File: config.mk
export PLATFORM = sky130hd
export DESIGN_NAME = bus_arbiter_rr
export DESIGN_NICKNAME = d
export VERILOG_FILES = /design/src/rtl/bus_arbiter_rr.sv
export SDC_FILE = /design/constraint.sdc
export NUM_CORES = 1
export LEC_CHECK = 0
export CAP_MARGIN = 20
export CORE_AREA = 2 2 419 421
export CTS_CLUSTER_DIAMETER = 80
export CTS_CLUSTER_SIZE = 25
export DETAILED_ROUTE_END_ITERATION = 6
export DIE_AREA = 0 0 421 423
export PLACE_DENSITY = 0.37
export SLEW_MARGIN = 20
export SYNTH_ARGS = -nofsm -noshare
export SYNTH_HDL_FRONTEND = slang
export SYNTH_SLANG_ARGS = --single-unit
File: constraint.sdc
create_clock -name clk -period 3.6 [get_ports clk]
set_input_delay 0.72 -clock clk [delete_from_list [all_inputs] [get_ports clk]]
set_output_delay 0.72 -clock clk [all_outputs]
set_load 0.005 [all_outputs]
File: src/rtl/bus_arbiter_rr.sv
// -----------------------------------------------------------------------------
// bus_arbiter_rr
//   Arbitrates among `drvrs` drivers, each presenting a pending FIFO head, and
//   moves one packet per grant onto a shared bus. The destination ID lives in
//   the top byte of the packet. A unicast destination below `drvrs` pushes to
//   that driver, and the `broadcast` ID pushes to every driver except the
//   source. Any other ID drops the packet.
//   Transfer sequence: IDLE (arbitrate) -> POP (consume head) -> PUSH (deliver).
//   That gives one packet every three cycles under continuous demand.
//
// Optional feature macro: BUS_ID_CHECK_EN
//   When it is defined, an invalid destination pulses `err` during the PUSH
//   cycle. When it is not defined, `err` is tied to 0. In both builds the
//   packet is dropped.
//
// Parameters
//   drvrs     number of drivers (2..64)
//   pckg_sz   packet width in bits (>= 16)
//   broadcast destination ID that addresses all other drivers
//   arb_mode  0 = round-robin, 1 = fixed priority (lowest index wins)
//
// Ports
//   clk       bus clock, rising edge
//   reset     asynchronous, active-high reset
//   pndng     bit i: driver i has a packet at its FIFO head
//   D_pop     slice i: head packet of driver i
//   pop       one-hot pulse during POP that consumes the winner's head
//   push      pulse during PUSH, one bit per receiving driver
//   D_push    packet replicated on every slice; holds its value outside PUSH
//   busy      high while a transfer is in flight (POP or PUSH)
//   grant_id  index of the current or most recent winner
//   err       one-cycle invalid-destination pulse (BUS_ID_CHECK_EN only)
// -----------------------------------------------------------------------------
module bus_arbiter_rr #(
    parameter int         drvrs     = 16,
    parameter int         pckg_sz   = 32,
    parameter logic [7:0] broadcast = 8'hFF,
    parameter int         arb_mode  = 0
) (
    input  logic                       clk,
    input  logic                       reset,
    input  logic [drvrs-1:0]           pndng,
    input  logic [drvrs*pckg_sz-1:0]   D_pop,
    output logic [drvrs-1:0]           pop,
    output logic [drvrs-1:0]           push,
    output logic [drvrs*pckg_sz-1:0]   D_push,
    output logic                       busy,
    output logic [7:0]                 grant_id,
    output logic                       err
);

    localparam int IDX_W = $clog2(drvrs);

    typedef enum logic [1:0] {
        S_IDLE = 2'd0,
        S_POP  = 2'd1,
        S_PUSH = 2'd2
    } state_t;

    state_t                     state_q, state_d;
    logic [IDX_W-1:0]           ptr_q, ptr_d;
    logic [drvrs-1:0]           pop_q, pop_d;
    logic [drvrs-1:0]           push_q, push_d;
    logic [drvrs*pckg_sz-1:0]   dpush_q, dpush_d;
    logic                       busy_q, busy_d;
    logic [7:0]                 grant_q, grant_d;
    logic                       err_q, err_d;

    logic [drvrs-1:0]           upper_s;
    logic [IDX_W-1:0]           win_s;
    logic [drvrs-1:0]           win_oh_s;
    logic [drvrs-1:0]           src_oh_s;
    logic [pckg_sz-1:0]         head_s;
    logic [7:0]                 dest_s;
    logic [drvrs-1:0]           uni_oh_s;
    logic                       is_bcast_s;
    logic [drvrs-1:0]           route_s;

    // Returns the lowest set bit index of v (0 when v is empty).
    function automatic logic [IDX_W-1:0] lowest_idx(input logic [drvrs-1:0] v);
        logic [IDX_W-1:0] r;
        r = '0;
        for (int i = drvrs - 1; i >= 0; i--) begin
            if (v[i]) begin
                r = IDX_W'(i);
            end else begin
                r = r;
            end
        end
        return r;
    endfunction

    // Winner selection, head-packet mux and destination decode.
    always_comb begin
        // Round-robin search from ptr with wrap. First look at requesters at
        // or above ptr. If there are none, the lowest requester overall wins.
        for (int i = 0; i < drvrs; i++) begin
            upper_s[i] = pndng[i] && (IDX_W'(i) >= ptr_q);
        end
        if (arb_mode == 0) begin
            if (|upper_s) begin
                win_s = lowest_idx(upper_s);
            end else begin
                win_s = lowest_idx(pndng);
            end
        end else begin
            win_s = lowest_idx(pndng);
        end
        for (int i = 0; i < drvrs; i++) begin
            win_oh_s[i] = (win_s == IDX_W'(i));
        end

        // The registered grant selects the head that is captured in POP.
        head_s = '0;
        for (int i = 0; i < drvrs; i++) begin
            src_oh_s[i] = (grant_q == 8'(i));
            head_s      = head_s | ({pckg_sz{src_oh_s[i]}} & D_pop[i*pckg_sz +: pckg_sz]);
        end
        dest_s = head_s[pckg_sz-1 -: 8];

        // If dest < drvrs, exactly one bit of uni_oh_s is set; otherwise none.
        for (int i = 0; i < drvrs; i++) begin
            uni_oh_s[i] = (dest_s == 8'(i));
        end
        is_bcast_s = (dest_s == broadcast);
        if (|uni_oh_s) begin
            route_s = uni_oh_s;
        end else if (is_bcast_s) begin
            route_s = ~src_oh_s;
        end else begin
            route_s = '0;
        end
    end

    // Next-state and next-output logic of the IDLE/POP/PUSH sequencer.
    always_comb begin
        state_d = state_q;
        ptr_d   = ptr_q;
        pop_d   = '0;
        push_d  = '0;
        dpush_d = dpush_q;
        busy_d  = busy_q;
        grant_d = grant_q;
        err_d   = 1'b0;
        case (state_q)
            S_IDLE: begin
                if (|pndng) begin
                    state_d = S_POP;
                    busy_d  = 1'b1;
                    grant_d = 8'(win_s);
                    pop_d   = win_oh_s;
                    if (arb_mode == 0) begin
                        ptr_d = (win_s == IDX_W'(drvrs - 1)) ? '0 : win_s + IDX_W'(1);
                    end else begin
                        ptr_d = ptr_q;
                    end
                end else begin
                    state_d = S_IDLE;
                end
            end
            S_POP: begin
                // Head is captured here. pndng is deliberately not re-checked.
                state_d = S_PUSH;
                dpush_d = {drvrs{head_s}};
                push_d  = route_s;
`ifdef BUS_ID_CHECK_EN
                err_d   = ~(|uni_oh_s) & ~is_bcast_s;
`else
                err_d   = 1'b0;
`endif
            end
            S_PUSH: begin
                state_d = S_IDLE;
                busy_d  = 1'b0;
            end
            default: begin
                state_d = S_IDLE;
                busy_d  = 1'b0;
            end
        endcase
    end

    // State and output registers. Reset aborts any transfer immediately.
    always_ff @(posedge clk or posedge reset) begin
        if (reset) begin
            state_q <= S_IDLE;
            ptr_q   <= '0;
            pop_q   <= '0;
            push_q  <= '0;
            dpush_q <= '0;
            busy_q  <= 1'b0;
            grant_q <= 8'd0;
            err_q   <= 1'b0;
        end else begin
            state_q <= state_d;
            ptr_q   <= ptr_d;
            pop_q   <= pop_d;
            push_q  <= push_d;
            dpush_q <= dpush_d;
            busy_q  <= busy_d;
            grant_q <= grant_d;
            err_q   <= err_d;
        end
    end

    assign pop      = pop_q;
    assign push     = push_q;
    assign D_push   = dpush_q;
    assign busy     = busy_q;
    assign grant_id = grant_q;
    assign err      = err_q;

endmodule

-- Word-level counts from Yosys, hierarchy flattened
Index checks and enable logic that the tools add are counted.
- add/subtract/negate cells: 1
- multiply operators: 0
- div/mod/pow operators: 0
- $lt $le $gt $ge: 16
- equality and inequality tests: 48
- shifts and indexed selects: 0
- mux-type cells: 43
- bitwise gates (word level): 33
- reduce and logical (&&, ||, !) cells: 25
- operators by type and width (kind ; count):
    $and A32 B32 Y32 ; 16
    $or A32 B32 Y32 ; 15
    $mux W4 ; 34
    $mux W16 ; 5
    $eq A4 B4 Y1 const B ; 16
    $eq A8 B4 Y1 const B ; 8
    $reduce_or A16 Y1 ; 3
    $eq A4 B3 Y1 const B ; 8
    $eq A8 B3 Y1 const B ; 4
    $ge A4 B4 Y1 const A ; 8
    $eq A4 B2 Y1 const B ; 4
    $eq A8 B2 Y1 const B ; 2
    $ge A3 B4 Y1 const A ; 4
    $logic_and A1 B1 Y1 ; 16
    $logic_not A8 Y1 ; 2
    $not A16 Y16 ; 1
    $eq A4 B1 Y1 const B ; 2
    $eq A8 B1 Y1 const B ; 1
    $eq A8 B8 Y1 const B ; 1
    $ge A1 B4 Y1 const A ; 2
    $ge A2 B4 Y1 const A ; 2
    $add A4 B1 Y4 const B ; 1
    $logic_not A4 Y1 ; 1
    $pmux W2 S2 ; 1
    7 further kinds ; 9
- register bits: 555
- latch bits: 0
- bits in writable memories: 0
- memory bits (read-only): 0
- input port bits: 530
- output and inout bits: 554
- logic and storage cells: 173
- memories: 0

-- Logic depth before layout (Yosys ltp)
- depth in word-level cells: 22
- mapped depth: 14

-- Worst setup path before layout
Ideal clock, no wire load.
- path kind: input to register
- start: input D_pop[126]
- end: register push_q[0], in the netlist push[0]
- setup time: 0.082 ns
- arrival: 2.889 ns
- required time: 3.518 ns
- path slack: 0.628 ns
- cell stages on the path: 7
- path buffers: 0
- cell sequence: mux2_2 -> a32oi_1 -> o311ai_0 -> or4_1 -> or4_4 -> or3_4 -> o22ai_2
- word-level cells in the longest chain between the ends: 18
- elaborated cells on any way between the ends: 35
- those cells by class: 16 x eq/ne; 3 x mux; 14 x bitwise; 2 x reduce/logical
- RTL lines (element ; line ; text):
    from (decl) ; 43 ; input logic [drvrs*pckg_sz-1:0] D_pop,
    $and A32 B32 Y32 * ; 117 ; head_s = head_s | ({pckg_sz{src_oh_s[i]}} & D_pop[i*pckg_sz +: pckg_sz]);
    $or A32 B32 Y32 * (13 in a row) ; 117 ;
    $eq A8 B1 Y1 (tied with other cells) ; 123 ; uni_oh_s[i] = (dest_s == 8'(i));
    $reduce_or A16 Y1 or $mux W16 (tied branches) ; 126, 128 ;
    $mux W16 * ; 126 ; if (|uni_oh_s) begin
    $mux W16 * ; 145 ; case (state_q)
    via push_d[0] ; 63 ; logic [drvrs-1:0] push_q, push_d;
    to (signal assigned) ; 198 ; push_q <= push_d;
    to (decl) ; 63 ;
The timed path passes the listed nets; every way through them passes the cells marked *.
A chain may end at the register's enable or synchronous reset.

-- Final worst setup path
- start: register grant_q[3], in the netlist grant_id[3]
- end: register push_q[0], in the netlist push[0]
- word-level cells in the longest chain between the ends: 21
- elaborated cells on any way between the ends: 69
- those cells by class: 31 x eq/ne; 3 x mux; 32 x bitwise; 3 x reduce/logical
- RTL lines (element ; line ; text):
    from (decl) ; 66 ; logic [7:0] grant_q, grant_d;
    from (signal assigned) ; 201 ; grant_q <= grant_d;
    $logic_not A8 Y1 or $eq A4 B1 Y1 (tied branches) ; 116 ; src_oh_s[i] = (grant_q == 8'(i));
    $and A32 B32 Y32 ; 117 ;
    $or A32 B32 Y32 (15 in a row) ; 117 ;
    $eq A8 B1 Y1 (tied with other cells) ; 123 ;
    $reduce_or A16 Y1 or $mux W16 (tied branches) ; 126, 128 ;
    $mux W16 * ; 126 ;
    $mux W16 * ; 145 ;
    via push_d[0] ; 63 ;
Marks and branches as above.

==> summary.md <==
| Metric | Value |
|---|---|
| Nature of the critical path startpoint | register |
| Critical path's largest stage delay | approximately 0.65 ns |
| Outcome | complete, no violations |
| Starting Density | approximately 6.0% |
| Largest net degree at the start of global routing | 46 |
| Peak supply drop | between 0.0003 and 0.0004 V |
| Yosys top cell by area | buf_4 |
| Vias in the first global route | 12700 |
| Reg clk slew, reported paths | 0.08 ns |
| Post-synthesis register bit count | 75 |
| Crit path from | grant_id[3]$_DFFE_PP0P_ |
| Worst Skew | about 0.012 ns |
| Post-synth top flop | dfrtp_1 |
| Cell variety after synth | ~70 |
| Ys async rst share | 100% |
| Via/cell ratio | ~3 |
| Die width | approximately 420 um |
| Fin crit period | between 3 and 4 ns |
| Detailed Route WL | between 100000 and 150000 um |
| Worst setup path endpoint | push[0]$_DFF_PP0_ |
| Slowest CP cell | or4_4 |
| Post-CTS setup buffers | 0 |
| Count leader, synth | buf_4 |
| Most frequent cells after synthesis | buf_4, a22oi_1, dfrtp_1, nor2_1, nand2_1 |
| CP required | slightly below 4 ns |
| Max Freq | ~0.29 GHz |
| Period Utilization, post-route | 95.5% |
| RSZ-0062 raised after global routing | no |
| Antenna viol nets, final | 0 |
| CP dominant cell by count | or4_4 |
| Maximum clock path buffer count | 2 |
| Die Y | around 420 um |
| Pre-Repair DR Iteration Count | 5 |
| Final nets | about 2500 |
| CTS Buf Count | 9 |
| Area contributors post-synth | buf_4, dfrtp_1, a22oi_1 |
| Crit Path Class | register to register |
| Root cell of the clock tree | clkbuf_16 |
| CP Max Fanout | 8 |
| Total number of vias | 12900 |
| Dpl ws | -0.161 ns |
| First-pass GRT wire length | around 150000 um |
| Die area | roughly 0.18 mm2 |
| DPL Wire Length | ~110000 um |
| Worst R2R Path Depth | 7 |
| Max-cap violations | 0 |
| Worst setup margin | ~0.16 ns |
| Static Leak | approximately 7.4 nW |
| Drt initial violations | 963 |
| GRT Util Overall | 13.5% |
| CORE AREA | 0.173 mm2 |
| Fin util | about an eighth |
| DRC viols | 0 |
| Hold crit path type | register to register |
| Synth Instances | approximately 1300 |
| Post-synth top area share | approximately a third |
| Core Rows | 153 |
| Grt total ovfl | 0 |
| Initial antenna violation count | 57 |
| Reg2reg end | push[0]$_DFF_PP0_ |
| Setup TNS | 0 ns |
| Worst-path cell chain | and4b_2, a222oi_1, o211ai_1, or4_4, or4_4, or3_4, o22ai_2 |
| Clk_lat worst skew | approximately 0.43 ns |
| TritonCTS clock tree | yes |
| Final Hold Fails | 0 |
| Pwr dens | roughly 780 mW/mm2 |
| Mean Syn Cell Area | around 8.0 um2 |
| I/O Buffers | about 1100 |
| Final GP Congestion | between 0.8 and 0.9 |
| CP arrival | ~3.8 ns |
| H-Tree Depth | 3 |
| # IOs | about 1100 |
| Post-synth EDFFs | 0 |
| Sum of buffers and inverters on the critical path | 0 |
| Wire per inst | around 29 um |
| Final setup viols | 0 |
| Cell area after synthesis | approximately 0.010 mm2 |
| Layout filler cell count | between 15000 and 20000 |
| WP depth | 7 |
| Number of max-slew violations in the final report | 0 |
| Sequential-to-total area share from yosys stat | between 10% and 20% |
| Slew @ Worst Pin | just over 1 ns |
| Area Growth Syn to Fin | 108% |
| FF-to-FF setup slack | around 0.16 ns |
| Share of layout cells above drive strength 1 | 9.70% |
| Worst flop-to-flop path startpoint | grant_id[3]$_DFFE_PP0P_ |
| Slew margin rel. | 32.1% |
| Yosys warning count | 0 |
| Delay-heaviest family, CP | simple AND/OR/NAND/NOR gates |
| Clock sink count | between 70 and 80 |
| Worst setup EP type | register |
==> per-layer routing <==
layer,global-route usage [%],part of all wire (%)
met2,25.7,54
met4,2.30,1.5
met3,3.93,7.0
met1,14.7,37
met5,0,0.17
==> cells in the final DEF, fill, tap and decap left out, types with 6 or more instances in the layout <==
| cell | count |
|---|---|
| a21oi_1 | 16 |
| a221oi_1 | 61 |
| a22o_1 | 61 |
| a22oi_1 | 96 |
| a32oi_1 | 7 |
| a41oi_1 | 16 |
| and2_1 | 6 |
| and3_1 | 18 |
| buf_12 | 17 |
| buf_4 | 109 |
| clkbuf_16 | 9 |
| clkdlybuf4s50_1 | 1078 |
| dfrtp_1 | 71 |
| diode_2 | 14 |
| inv_1 | 13 |
| mux2_2 | 11 |
| mux2i_1 | 12 |
| nand2_1 | 67 |
| nand2b_1 | 18 |
| nand3_1 | 18 |
| nand4_1 | 13 |
| nor2_1 | 64 |
| nor2_4 | 6 |
| nor2b_1 | 16 |
| nor3_1 | 7 |
| nor3_2 | 7 |
| nor4_1 | 7 |
| o21ai_0 | 31 |
| o22ai_1 | 6 |
| o31ai_1 | 7 |
| o32ai_1 | 6 |
==> worst min-delay path by stage <==
| stage | cells past startpoint | from | to | slack (ns) |
|---|---|---|---|---|
| 2_1_floorplan | 1 | state_q[1]$_DFF_PP0_ | busy$_DFFE_PP0P_ | 0.44 |
| 3_3_place_gp | 2 | D_push[489]$_DFFE_PP0P_ | D_push[489]$_DFFE_PP0P_ | 0.45 |
| 3_5_place_dp | 2 | D_push[489]$_DFFE_PP0P_ | D_push[489]$_DFFE_PP0P_ | 0.46 |
| 4_1_cts | 2 | D_push[489]$_DFFE_PP0P_ | D_push[489]$_DFFE_PP0P_ | 0.48 |
| 5_1_grt | 2 | D_push[489]$_DFFE_PP0P_ | D_push[489]$_DFFE_PP0P_ | 0.50 |
| 6_report | 2 | D_push[489]$_DFFE_PP0P_ | D_push[489]$_DFFE_PP0P_ | 0.47 |
==> kinds of logic (layout without fill, tap and decap cells) <==
kind of cell    Yosys count  after routing  synth area share [%]
flops                    75             75                  17.9
compound gates          355            355                  26.6
fa+ha+maj                 4              4                 0.478
other cells               1             19                0.0358
simple gates            280            280                  13.8
xor+xnor                  1              1                0.0836
buf+inv                 574           1236                  38.6
mux                      24             24                  2.47
==> sequential cells by signal (all words and copies together), names as in the netlist <==
| register | count |
|---|---|
| D_push | 32 |
| busy | 1 |
| grant_id | 4 |
| pop | 16 |
| ptr_q | 4 |
| push | 16 |
| state_q | 2 |
==> power breakdown <==
part	leakage, nW	internal, W	total [W]	switching, W
sequential	0.955	0.00112	0.00228	0.00116
combinational	6.28	0.00730	0.0137	0.00638
clock	0.153	0.000552	0.00112	0.000572
total	7.39	0.00897	0.0171	0.00811
==> timing repair <==
item | in CTS | in global routing
resized for setup | 1 | 1
gates cloned | 0 | 0
pin swaps | 0 | 0
hold buffers | 0 | 0
endpoints found under the hold margin | 0 | 0
setup endpoints to repair | 8 | 7
==> layout make-up <==
cell class	instances	area [um2]	share of cell area (%)
tap	2325	2910	13.3
antenna	14	35.0	0.160
timing repair buffer	1204	11900	54.7
sequential	75	1880	8.63
clock buffer	9	225	1.03
multi-input combinational	669	4680	21.5
clock inverter	7	81.3	0.373
inverter	16	62.6	0.287
==> stage by stage <==
stage / std cells / instance area (um2) / hold slack, ns / total power (W)
final: 4319 / 21800 / 0.473 / 0.0171
after global routing: 4308 / 21800 / 0.503 / 0.0181
after CTS: 4305 / 21800 / 0.477 / 0.0176
after detailed placement: 4289 / 21500 / 0.457 / 0.0164
after global placement: 4289 / 21500 / 0.450 / 0.0165
after floorplan: 1318 / 10500 / 0.439 / 0.00881
==> tightest hold or removal path, cell delays in order, from the launching register on <==
cell and delay, ns:
dfrtp_1 0.35, nand2_1 0.05, nand2_1 0.05
Note: power is estimated with default switching activity, not from simulation.
